**config.mk**
```make
export PLATFORM = sky130hd
export DESIGN_NAME = hex_line_receiver
export DESIGN_NICKNAME = d
export VERILOG_FILES = /design/src/rtl/hex_line_receiver.sv
export SDC_FILE = /design/constraint.sdc
export NUM_CORES = 1
export LEC_CHECK = 0
export BUFFER_PORTS_ARGS = -buffer_cell sky130_fd_sc_hd__buf_2
export CORE_MARGIN = 2
export CORE_UTILIZATION = 50
export CTS_CLUSTER_DIAMETER = 80
export DETAILED_ROUTE_END_ITERATION = 12
export HOLD_SLACK_MARGIN = 0.12
export PLACE_DENSITY = 0.71
export SYNTH_ARGS = -nofsm -noshare
export SYNTH_HDL_FRONTEND = slang
export SYNTH_SLANG_ARGS = --single-unit
```
**constraint.sdc**
```tcl
create_clock -name clock -period 3.5 [get_ports clock]
set_clock_uncertainty 0.05 [all_clocks]
set_input_delay 0.7 -clock clock [delete_from_list [all_inputs] [get_ports clock]]
set_output_delay 0.7 -clock clock [all_outputs]
set_load 0.02 [all_outputs]
```
**src/rtl/hex_line_receiver.sv**
```systemverilog
// rtl/hex_line_receiver.sv - ASCII hex line parser for the JTAG UART console receive path
// Each CR/LF-terminated line of hex digits is presented as one word on a valid/ready handshake.
module hex_line_receiver #(
   parameter int WIDTH  = 36,
   parameter int DIGITS = WIDTH / 4
) (
   input  logic             clock,
   input  logic             rst_n,
   input  logic [7:0]       rx_data,
   input  logic             rx_valid,
   output logic             rx_ready,
   output logic [WIDTH-1:0] word_o,
   output logic             word_valid_o,
   input  logic             word_ready_i,
   output logic             ovf_o,
   output logic             err_o
);

   localparam int CW = $clog2(DIGITS + 1);
   localparam logic [0:0] COLLECT = 1'b0;
   localparam logic [0:0] HOLD    = 1'b1;

   logic [0:0]       state;
   logic [WIDTH-1:0] acc;
   logic [CW-1:0]    count;
   logic             ovf_flag;
   logic             bad;

   logic             is_hex;
   logic             is_term;
   logic [3:0]       nibble;
   logic             take;

   assign rx_ready = (state == COLLECT);
   assign take     = rx_valid && rx_ready;
   assign is_term  = (rx_data == 8'h0D) || (rx_data == 8'h0A);

   always_comb begin
      is_hex = 1'b1;
      nibble = 4'h0;
      if (rx_data >= 8'h30 && rx_data <= 8'h39) begin
         nibble = rx_data[3:0];
      end else if ((rx_data >= 8'h41 && rx_data <= 8'h46) ||
                   (rx_data >= 8'h61 && rx_data <= 8'h66)) begin
         // 'A'/'a' have low nibble 1, so +9 maps A..F to 10..15
         nibble = rx_data[3:0] + 4'd9;
      end else begin
         is_hex = 1'b0;
      end
   end

   always_ff @(posedge clock or negedge rst_n) begin
      if (!rst_n) begin
         state        <= COLLECT;
         acc          <= '0;
         count        <= '0;
         ovf_flag     <= 1'b0;
         bad          <= 1'b0;
         word_o       <= '0;
         word_valid_o <= 1'b0;
         ovf_o        <= 1'b0;
         err_o        <= 1'b0;
      end else begin
         err_o <= 1'b0;
         if (state == HOLD) begin
            if (word_valid_o && word_ready_i) begin
               word_valid_o <= 1'b0;
               state        <= COLLECT;
            end
         end else if (take) begin
            if (is_hex) begin
               // after an illegal character the line is doomed, so freeze the accumulator
               if (!bad) begin
                  acc <= {acc[WIDTH-5:0], nibble};
                  if (count == CW'(DIGITS)) begin
                     ovf_flag <= 1'b1;
                  end else begin
                     count <= count + CW'(1);
                  end
               end
            end else if (is_term) begin
               if (bad) begin
                  err_o    <= 1'b1;
                  acc      <= '0;
                  count    <= '0;
                  ovf_flag <= 1'b0;
                  bad      <= 1'b0;
               end else if (count != '0) begin
                  word_o       <= acc;
                  ovf_o        <= ovf_flag;
                  word_valid_o <= 1'b1;
                  state        <= HOLD;
                  acc          <= '0;
                  count        <= '0;
                  ovf_flag     <= 1'b0;
               end
            end else begin
               bad <= 1'b1;
            end
         end
      end
   end

endmodule

```
# == After elaboration in Yosys (flattened, before gate mapping) ==
# Cells that the tools add are included.
# op_classes
n_addsub,2
magnitude_cmp,6
eq_ne,9
n_mux,41
n_bitwise,3
n_reduce_logical,19
# op_table
op,count
$mux W36,5
$mux W4,8
$mux W1,28
$reduce_and A6 Y1,4
$eq A8 B4 Y1 const B,2
$ge A8 B7 Y1 const B,2
$le A8 B7 Y1 const B,2
$ge A8 B6 Y1 const B,1
$le A8 B6 Y1 const B,1
$ne A2 B2 Y1 const B,4
$reduce_bool A2 Y1,4
$logic_and A1 B1 Y1,5
$reduce_and A5 Y1,1
$add A4 B1 Y4 const B,1
$add A4 B4 Y4 const B,1
$eq A4 B4 Y1 const B,1
$ne A2 B1 Y1 const B,2
$reduce_bool A4 Y1,1
$not A1 Y1,3
$reduce_and A3 Y1,1
$reduce_bool A3 Y1,1
$logic_or A1 B1 Y1,2
# word_totals
regBits,82
in_bits,12
elab_cells,89

# == Longest topological paths before layout ==
# Gate-level depths: netlist of the first run.
# logic_depth
word_depth,8
mapped_depth,9

# == Least setup slack after synthesis of the first run ==
# Ideal clock, no wire load.
# synth_path
path_type,input to register
startpoint,in rx_data[7]
endpoint,reg ovf_o
setup_time_ns,0.125
arrival_time_ns,2.318
required_time_ns,3.325
slack_ns,1.007
stages,7
n_path_buf,2
path_cell_list,or4_4 -> nor2_2 -> nand3_1 -> a211o_1 -> buf_6 -> buf_6 -> mux2_4
# synth_via
elab_chain_len,7
word_cells_on_any_way,17
classes_between,6 x order compare; 2 x eq/ne; 2 x mux; 1 x bitwise; 6 x reduce/logical
# synth_rtl
element,line,rtl
start: declaration,9,"input logic [7:0] rx_data,"
$ge A8 B7 Y1 (tied with other cells),43,end else if ((rx_data >= 8'h41 && rx_data <= 8'h46) ||
"$logic_and A1 B1 Y1, on equally long branches","43, 44",
$logic_or A1 B1 Y1,43,
$mux W1,43,
$mux W1,41,if (rx_data >= 8'h30 && rx_data <= 8'h39) begin
$not A1 Y1 (no line),n/a,
$reduce_and A6 Y1 (no line) *,n/a,
end signal: assignment,90,ovf_o <= ovf_flag;
end: declaration,15,"output logic ovf_o,"
# Mark *: on every way between the ends. The rest lies on a longest branch, timed or not.
# A chain may end at the register's enable or synchronous reset.

# == Worst setup path after layout of the first run ==
# layout_path
startpoint,in rx_data[1]
endpoint,reg acc[10]
# layout_via
elab_chain_len,7
word_cells_on_any_way,20
classes_between,6 x order compare; 3 x eq/ne; 3 x mux; 8 x reduce/logical
# layout_rtl
element,line,rtl
$ge A8 B7 Y1 (tied with other cells),43,
"$logic_and A1 B1 Y1, on equally long branches","43, 44",
$logic_or A1 B1 Y1,43,
$mux W1,43,
$mux W1,41,
$ne A2 B2 Y1 (no line) (tied with other cells),n/a,
$reduce_and A5 Y1 (no line),n/a,
end signal: assignment,74,"acc <= {acc[WIDTH-5:0], nibble};"
end: declaration,24,logic [WIDTH-1:0] acc;
# Several ways; a longest one is shown, not always the timed one.

==> summary.txt, run 1 <==
Global route
  – Via count of the first global-routing pass: 2293
  – First-pass GRT wire length: 10.45 mm
  – Gr usage total: 0.1776
  – Gr ovfl total: 0
  – Initial antenna violation count: 0
  – Pin count of the biggest net entering global routing: between 80 and 90

Clocking
  – CTS resizes: 0
  – CTS Buffer Depth: 2
  – Register clock-pin slew on the reported worst setup and hold paths: about 0.080 ns
  – Hold buffers post-CTS: 0
  – Setup Fix Bufs, Post-CTS: 0
  – CTS Buf Count: 9
  – Htree depth: 3
  – Clk sink count: 82
  – TritonCTS clock tree: yes
  – CTS Root Cell: clkbuf_8
  – Clock Latency Late Sink: between 0.3 and 0.4 ns

Hold path
  – Hold EP: acc[33]
  – Hold Path Stages: 2
  – Worst hold-check path type: reg -> reg
  – Hold Startpoint: acc[33]

Pwr
  – P_int: 0.001339 W
  – Sequential power share: 0.561
  – Max VDD drop: 186.7 uV
  – Psw: between 0.0003 and 0.0004 W
  – Leak: 2.037 nW
  – Net Sw Frac: 0.2170
  – Clk pwr share: 0.403
  – Power share of the combinational group: 0.037
  – Pwr dens: approximately 420 nW/um^2

Routing
  – Final WL: 6.171 mm
  – Routed Antenna Nets: 0
  – Wire per inst: 13.44 microns
  – Via count: 2349
  – Drt initial violations: roughly 90
  – Pre-antenna DRT Iters: 4
  – Vias per cell: 5.118
  – DRC Markers: 0

Place
  – GPL Wtd Cong: ~0.84
  – Place WS: 0.4489 ns
  – Area after DPL: roughly 3800 sq um
  – DP Wirelength: roughly 4.2 mm
  – Port bufs: 51

Finish
  – Layout cell share with drive strength beyond 1: 0.3140
  – Diode count: 0
  – Most frequent cells in the layout: 82 x dfrtp_1, 74 x nand2_1, 50 x buf_2
  – Area of the multi-input gates: 1346 sq um
  – Nets: 377
  – Commonest non-fill, non-tap cell in the layout: dfrtp_1
  – Post-route cell area: 4034 sq um
  – Area Overhead vs Synth: 15.10%
  – Fill cells: 570
  – Register area: between 2000 and 2500 sq um

Synthesis
  – Post-synth ARST share: 1.000
  – Library cells used by synthesis: 39
  – Post-synthesis sequential element count: 82
  – Post-synth EDFFs: 0
  – Ys flop type: dfrtp_1
  – Sequential area share after synthesis: 0.5855
  – Largest cells by area after synthesis: dfrtp_1 59%, mux2_2 9.6%, nand2_1 7.9%
  – Ys Warns: 0
  – Synth Net Count: 327
  – Mapped Cells: about 310
  – Share of the synthesized area in the top cell type: 0.5855
  – Cell Area, Synth: 3505 sq um
  – Synth area leader: dfrtp_1
  – Synthesized area per cell: 11.38 sq um

Critical path
  – Crit-path slowest cell: buf_4
  – Worst reg2reg path depth: 7
  – R2r endpoint: acc[10]
  – Critical Path Source: rx_data[1]
  – Delay-heaviest family, CP: buffers and inverters
  – Worst Path Required: about 3.7 ns
  – Critical path arrival: ~2.8 ns
  – Slowest Stage Delay on Critical Path: 0.54 ns
  – Buf/Inv on CP: 3
  – CP Launch Type: input pin
  – R2r startpoint: count[0]
  – Critical path fanouts, max: 60
  – R2R setup slack: between 0.8 and 0.9 ns
  – Setup crit end kind: flip-flop
  – CP Cell Sequence: buf_2, inv_1, ha_1, nor3b_1, nor4_1, o31ai_4, buf_4, o21ai_0
  – Setup CP Type: in -> reg

STA
  – Tmin final: 2.688 ns
  – Max-slew headroom: 0.3338
  – Period Utilization, post-route: 0.7679
  – Worst Tran Pin Value: between 0.9 and 1 ns
  – Final setup margin: 0.8122 ns
  – Setup TNS: 0 ns
  – Max Fclk: 372.1 MHz
  – Final Max Slew Viols: 0
  – Final hold vios: 0
  – Finish-stage setup viols: 0
  – Unrepaired setup endpoints after global routing: false
  – Min Hold Slack: approximately 0.45 ns

Floorplan
  – Die H: 87.72 microns
  – Initial Util: 0.5158
  – Die Width: slightly below 90 microns
  – Number of core rows: 30
  – Die area: 7695 sq um
  – Io pins: 52
  – Core Footprint: between 6000 and 7000 sq um

Status
  – Status: finished clean

Job
  – Maxcap violations: 0
-- through the flow --
| stage | instances | util | power (W) |
|---|---|---|---|
| CTS | 459 | 0.5937 | 0.001732 |
| floorplan | 308 | - | 0.001005 |
| global route | 459 | 0.5937 | 0.001779 |
| finish | 459 | 0.5937 | 0.001710 |
| detailed placement | 443 | 0.5635 | 0.001041 |
| global placement | 443 | 0.5635 | 0.001040 |
-- registers in the layout, indices dropped and copies added (netlist names) --
register	count
acc	36
word_o	36
count	4
bad	1
err_o	1
ovf_flag	1
ovf_o	1
state	1
word_valid_o	1
-- worst max path at each step --
stage	end	cells after the start	slack, ns
floorplan	ovf_o	7	1.01
global placement	acc[12]	8	0.56
detailed placement	acc[10]	8	0.45
CTS	acc[10]	7	0.78
global route	acc[2]	7	0.56
finish	acc[10]	8	0.81
-- layer usage --
metal / vias to the layer above / track usage / routed length [microns]
met5: - / 0 / 0
met4: 0 / 0.1021 / 158
met3: 13 / 0.03959 / 215
met2: 45 / 0.2796 / 2877
met1: 1141 / 0.2268 / 2920
li1: 1150 / - / -
-- layout make-up --
type | instances | area share
flip-flops and latches | 82 | 0.5087
multi-input cells | 203 | 0.3337
repair buffers | 54 | 0.06948
clock buffers | 12 | 0.03846
well taps | 96 | 0.02978
clock inverters | 4 | 0.01241
inverters | 8 | 0.007444
-- synth_stat cells (all sizes together), types with 2 or more instances --
| cell | instances |
|---|---|
| dfrtp | 82 |
| nand2 | 75 |
| mux2 | 38 |
| o21ai | 37 |
| buf | 12 |
| inv | 8 |
| a21oi | 7 |
| ha | 7 |
| nor2 | 7 |
| clkbuf | 3 |
| nor3b | 3 |
| nor4b | 3 |
| a21o | 2 |
| a22o | 2 |
| nand3 | 2 |
| nor2b | 2 |
| o21bai | 2 |
| o31ai | 2 |
| or4 | 2 |
-- worst register-to-register path: cells and delay by family, from the launching register on --
kind	cells	cell delay (ns)
compound gates	2	0.78
fa+ha+maj	1	0.16
buf+inv	2	0.62
flops	1	0.44
simple gates	2	0.47
-- power groups by stage --
stage,Sequential [W],Combinational (W),Clock (W)
2_1_floorplan,0.000976,0.0000285,0
3_3_place_gp,0.000978,0.0000622,0
3_5_place_dp,0.000978,0.0000636,0
4_1_cts,0.000959,0.0000641,0.000709
5_1_grt,0.000960,0.0000727,0.000747
6_report,0.000959,0.0000626,0.000688
-- cells by family (layout without fill, tap and decap cells) --
kind of cell	Yosys count	after routing	synth area share
buffers and inverters	23	78	0.03463
AND/OR/NAND/NOR	101	101	0.1314
multiplexers	39	39	0.1335
AO/OA/AOI/OAI	56	56	0.08996
adder cells (fa/ha/maj)	7	7	0.02499
flip-flops	82	82	0.5855
Power figures use the tool's default switching activity.
==> run 2: changes to the inputs <==
==> constraint.sdc (replaced) <==
create_clock -name clock -period 2.5 [get_ports clock]
set_clock_uncertainty 0.05 [all_clocks]
set_input_delay 0.5 -clock clock [delete_from_list [all_inputs] [get_ports clock]]
set_output_delay 0.5 -clock clock [all_outputs]
set_load 0.02 [all_outputs]
==> summary.txt, run 2 (synthesized netlist as in run 1, its figures left out) <==
Routing
  – DRC Markers: 0 (unchanged)
  – Routed Antenna Nets: 0 (unchanged)
  – Drt initial violations: 80 (-10%)
  – Wire per inst: 13.16 microns (-2.1%)
  – Via count: 2390 (+1.7%)
  – Vias per cell: 5.096 (-0.42%)
  – Met3 Wirelength: 240 microns (+12%)
  – Final WL: 6.174 mm (about the same)
  – Top routing layer in use: met4
  – Met2 wire length: 2.919 mm (+1.5%)
  – Pre-antenna DRT Iters: 4 (unchanged)
  – Metal-1 WL: 2.947 mm (+0.92%)

Clocking
  – Clk sink count: 82 (unchanged)
  – Register clock-pin slew on the reported worst setup and hold paths: 0.08 ns (about the same)
  – Clock Latency Late Sink: 0.34 ns (about the same)
  – Htree depth: 3 (unchanged)
  – CTS Buffer Depth: 2 (unchanged)
  – CTS Root Cell: clkbuf_8
  – CTS Buf Count: 9 (unchanged)
  – TritonCTS clock tree: yes
  – Setup Fix Bufs, Post-CTS: 0 (unchanged)

Finish
  – Area Overhead vs Synth: 20.03%
  – Top flop regs: acc (36), word_o (36), count (4)
  – Diode count: 0 (unchanged)
  – Nets: 388 (+2.9%)
  – Post-Layout Cell Count: 469 (+2.2%)
  – Commonest non-fill, non-tap cell in the layout: dfrtp_1
  – Post-route cell area: 4207 sq um (+4.3%)
  – Layout cell share with drive strength beyond 1: 0.3351 (+0.02107)
  – Most frequent cells in the layout: 82 x dfrtp_1, 74 x nand2_1, 50 x buf_2

STA
  – Unrepaired setup endpoints after global routing: false
  – Finish-stage setup viols: 0 (unchanged)
  – Final hold vios: 0 (unchanged)
  – Max-slew headroom: 0.6549 (+0.3211)
  – Final Max Slew Viols: 0 (unchanged)
  – Setup TNS: 0 ns (unchanged)
  – Worst Tran Pin Value: 0.5176 ns (-0.4817 ns)
  – Max Fclk: 448.0 MHz
  – Tmin final: about 2.2 ns
  – Period Utilization, post-route: 0.8928
  – Final setup margin: 0.2679 ns (-0.5443 ns)

Place
  – DP Wirelength: 4.332 mm (+4.3%)
  – Dpl cells: 453 (+2.3%)
  – Area after DPL: 3979 sq um (+3.9%)
  – GPL Wtd Cong: 0.7554 (-10%)
  – Place WS: 0.006879 ns (-0.4420 ns)
  – Port bufs: 51 (unchanged)

Floorplan
  – Io pins: 52 (unchanged)
  – Core Footprint: 6794 sq um (unchanged)
  – Number of core rows: 30 (unchanged)
  – Initial Util: 0.5158 (unchanged)
  – Die Width: 87.72 microns (unchanged)
  – Die H: 87.72 microns (unchanged)
  – Die area: 7695 sq um (unchanged)

Global route
  – First-pass GRT wire length: 10.89 mm (+4.2%)
  – Gr usage total: 0.1815 (+0.003873)
  – Pin count of the biggest net entering global routing: 49 (-41%)
  – Via count of the first global-routing pass: 2340 (+2.0%)
  – Initial antenna violation count: 0 (unchanged)
  – Gr ovfl total: 0 (unchanged)

Pwr
  – Max VDD drop: 267.0 uV (+43%)
  – Pwr dens: 578.3 nW/um^2 (+36%)
  – Leak: 2.130 nW (+4.5%)
  – Total power draw: 0.002433 W (+42%)

Critical path
  – Setup crit end kind: flip-flop
  – Worst Path Required: 2.71 ns (-0.94 ns)
  – CP Launch Type: flip-flop
  – Critical path arrival: 2.44 ns (-0.40 ns)
  – Setup CP Type: reg -> reg
  – Critical path fanouts, max: 24 (-60%)

Hold path
  – Worst hold-check path type: in -> reg

Status
  – Status: finished clean

Job
  – Maxcap violations: 0 (unchanged)
run 2: cell count changes in the layout (fill, tap and decap cells not counted), sizes merged:
cell / previous run / this run
buf: 54 / 64
clkinv: 1 / 0
clkinvlp: 2 / 1
dlygate4sd3: 0 / 1
inv: 8 / 9
run 2: final cells by class:
type | instances | area [sq um]
clock inverter | 3 | 46.29
fill | 556 | 2587
inverter | 8 | 30.03
tap | 96 | 120.1
timing repair buffer | 65 | 440.4
sequential | 82 | 2052
multi-input combinational | 203 | 1353
clock buffer | 12 | 165.2
run 2: path summary, 6_finish.rpt:
check	start	slack, ns	endpoint	cells after the start
worst min register to register	acc[33]	0.44	acc[33]	2
max in group asynchronous	rst_n	1.18	acc[34]	3
min in group asynchronous	rst_n	0.63	word_o[33]	2
worst max-delay path	count[1]	0.27	acc[23]	10
worst max register to register	count[1]	0.27	acc[23]	10
worst min-delay path	word_ready_i	0.39	word_valid_o	4
run 2: report_power, final:
group / internal (W) / total (W) / switching, W
Clock: 0.000542 / 0.000990 / 0.000448
Combinational: 0.0000358 / 0.0000998 / 0.0000639
Sequential: 0.00133 / 0.00134 / 0.00000900
run 2: metrics by stage:
stage / hold WS, ns / util
after floorplan: 0.1544 / -
after global placement: 0.4194 / 0.5856
after detailed placement: 0.4259 / 0.5856
after CTS: 0.3723 / 0.6182
after global routing: 0.4177 / 0.6192
final: 0.3852 / 0.6192
run 2: metal layers:
layer  up-vias  global-route usage
li1       1182                   -
met4         0             0.07552
met2        52              0.2817
met1      1149              0.2506
met3         7             0.03676
met5         -                   0
run 2: critical path, cell delays in order, from the launching register on:
cell	delay, ns
dfrtp_1	0.43
inv_1	0.10
ha_1	0.18
nor4b_2	0.29
nor4b_1	0.09
buf_4	0.15
o31ai_4	0.37
buf_4	0.20
buf_12	0.15
nand2_1	0.07
o21ai_0	0.07
run 2: what timing repair did:
action | CTS | global route
hold buffers | 1 | 0
hold endpoints to repair | 40 | 0
gates resized for setup | 0 | 1
setup endpoints to repair | 0 | 5
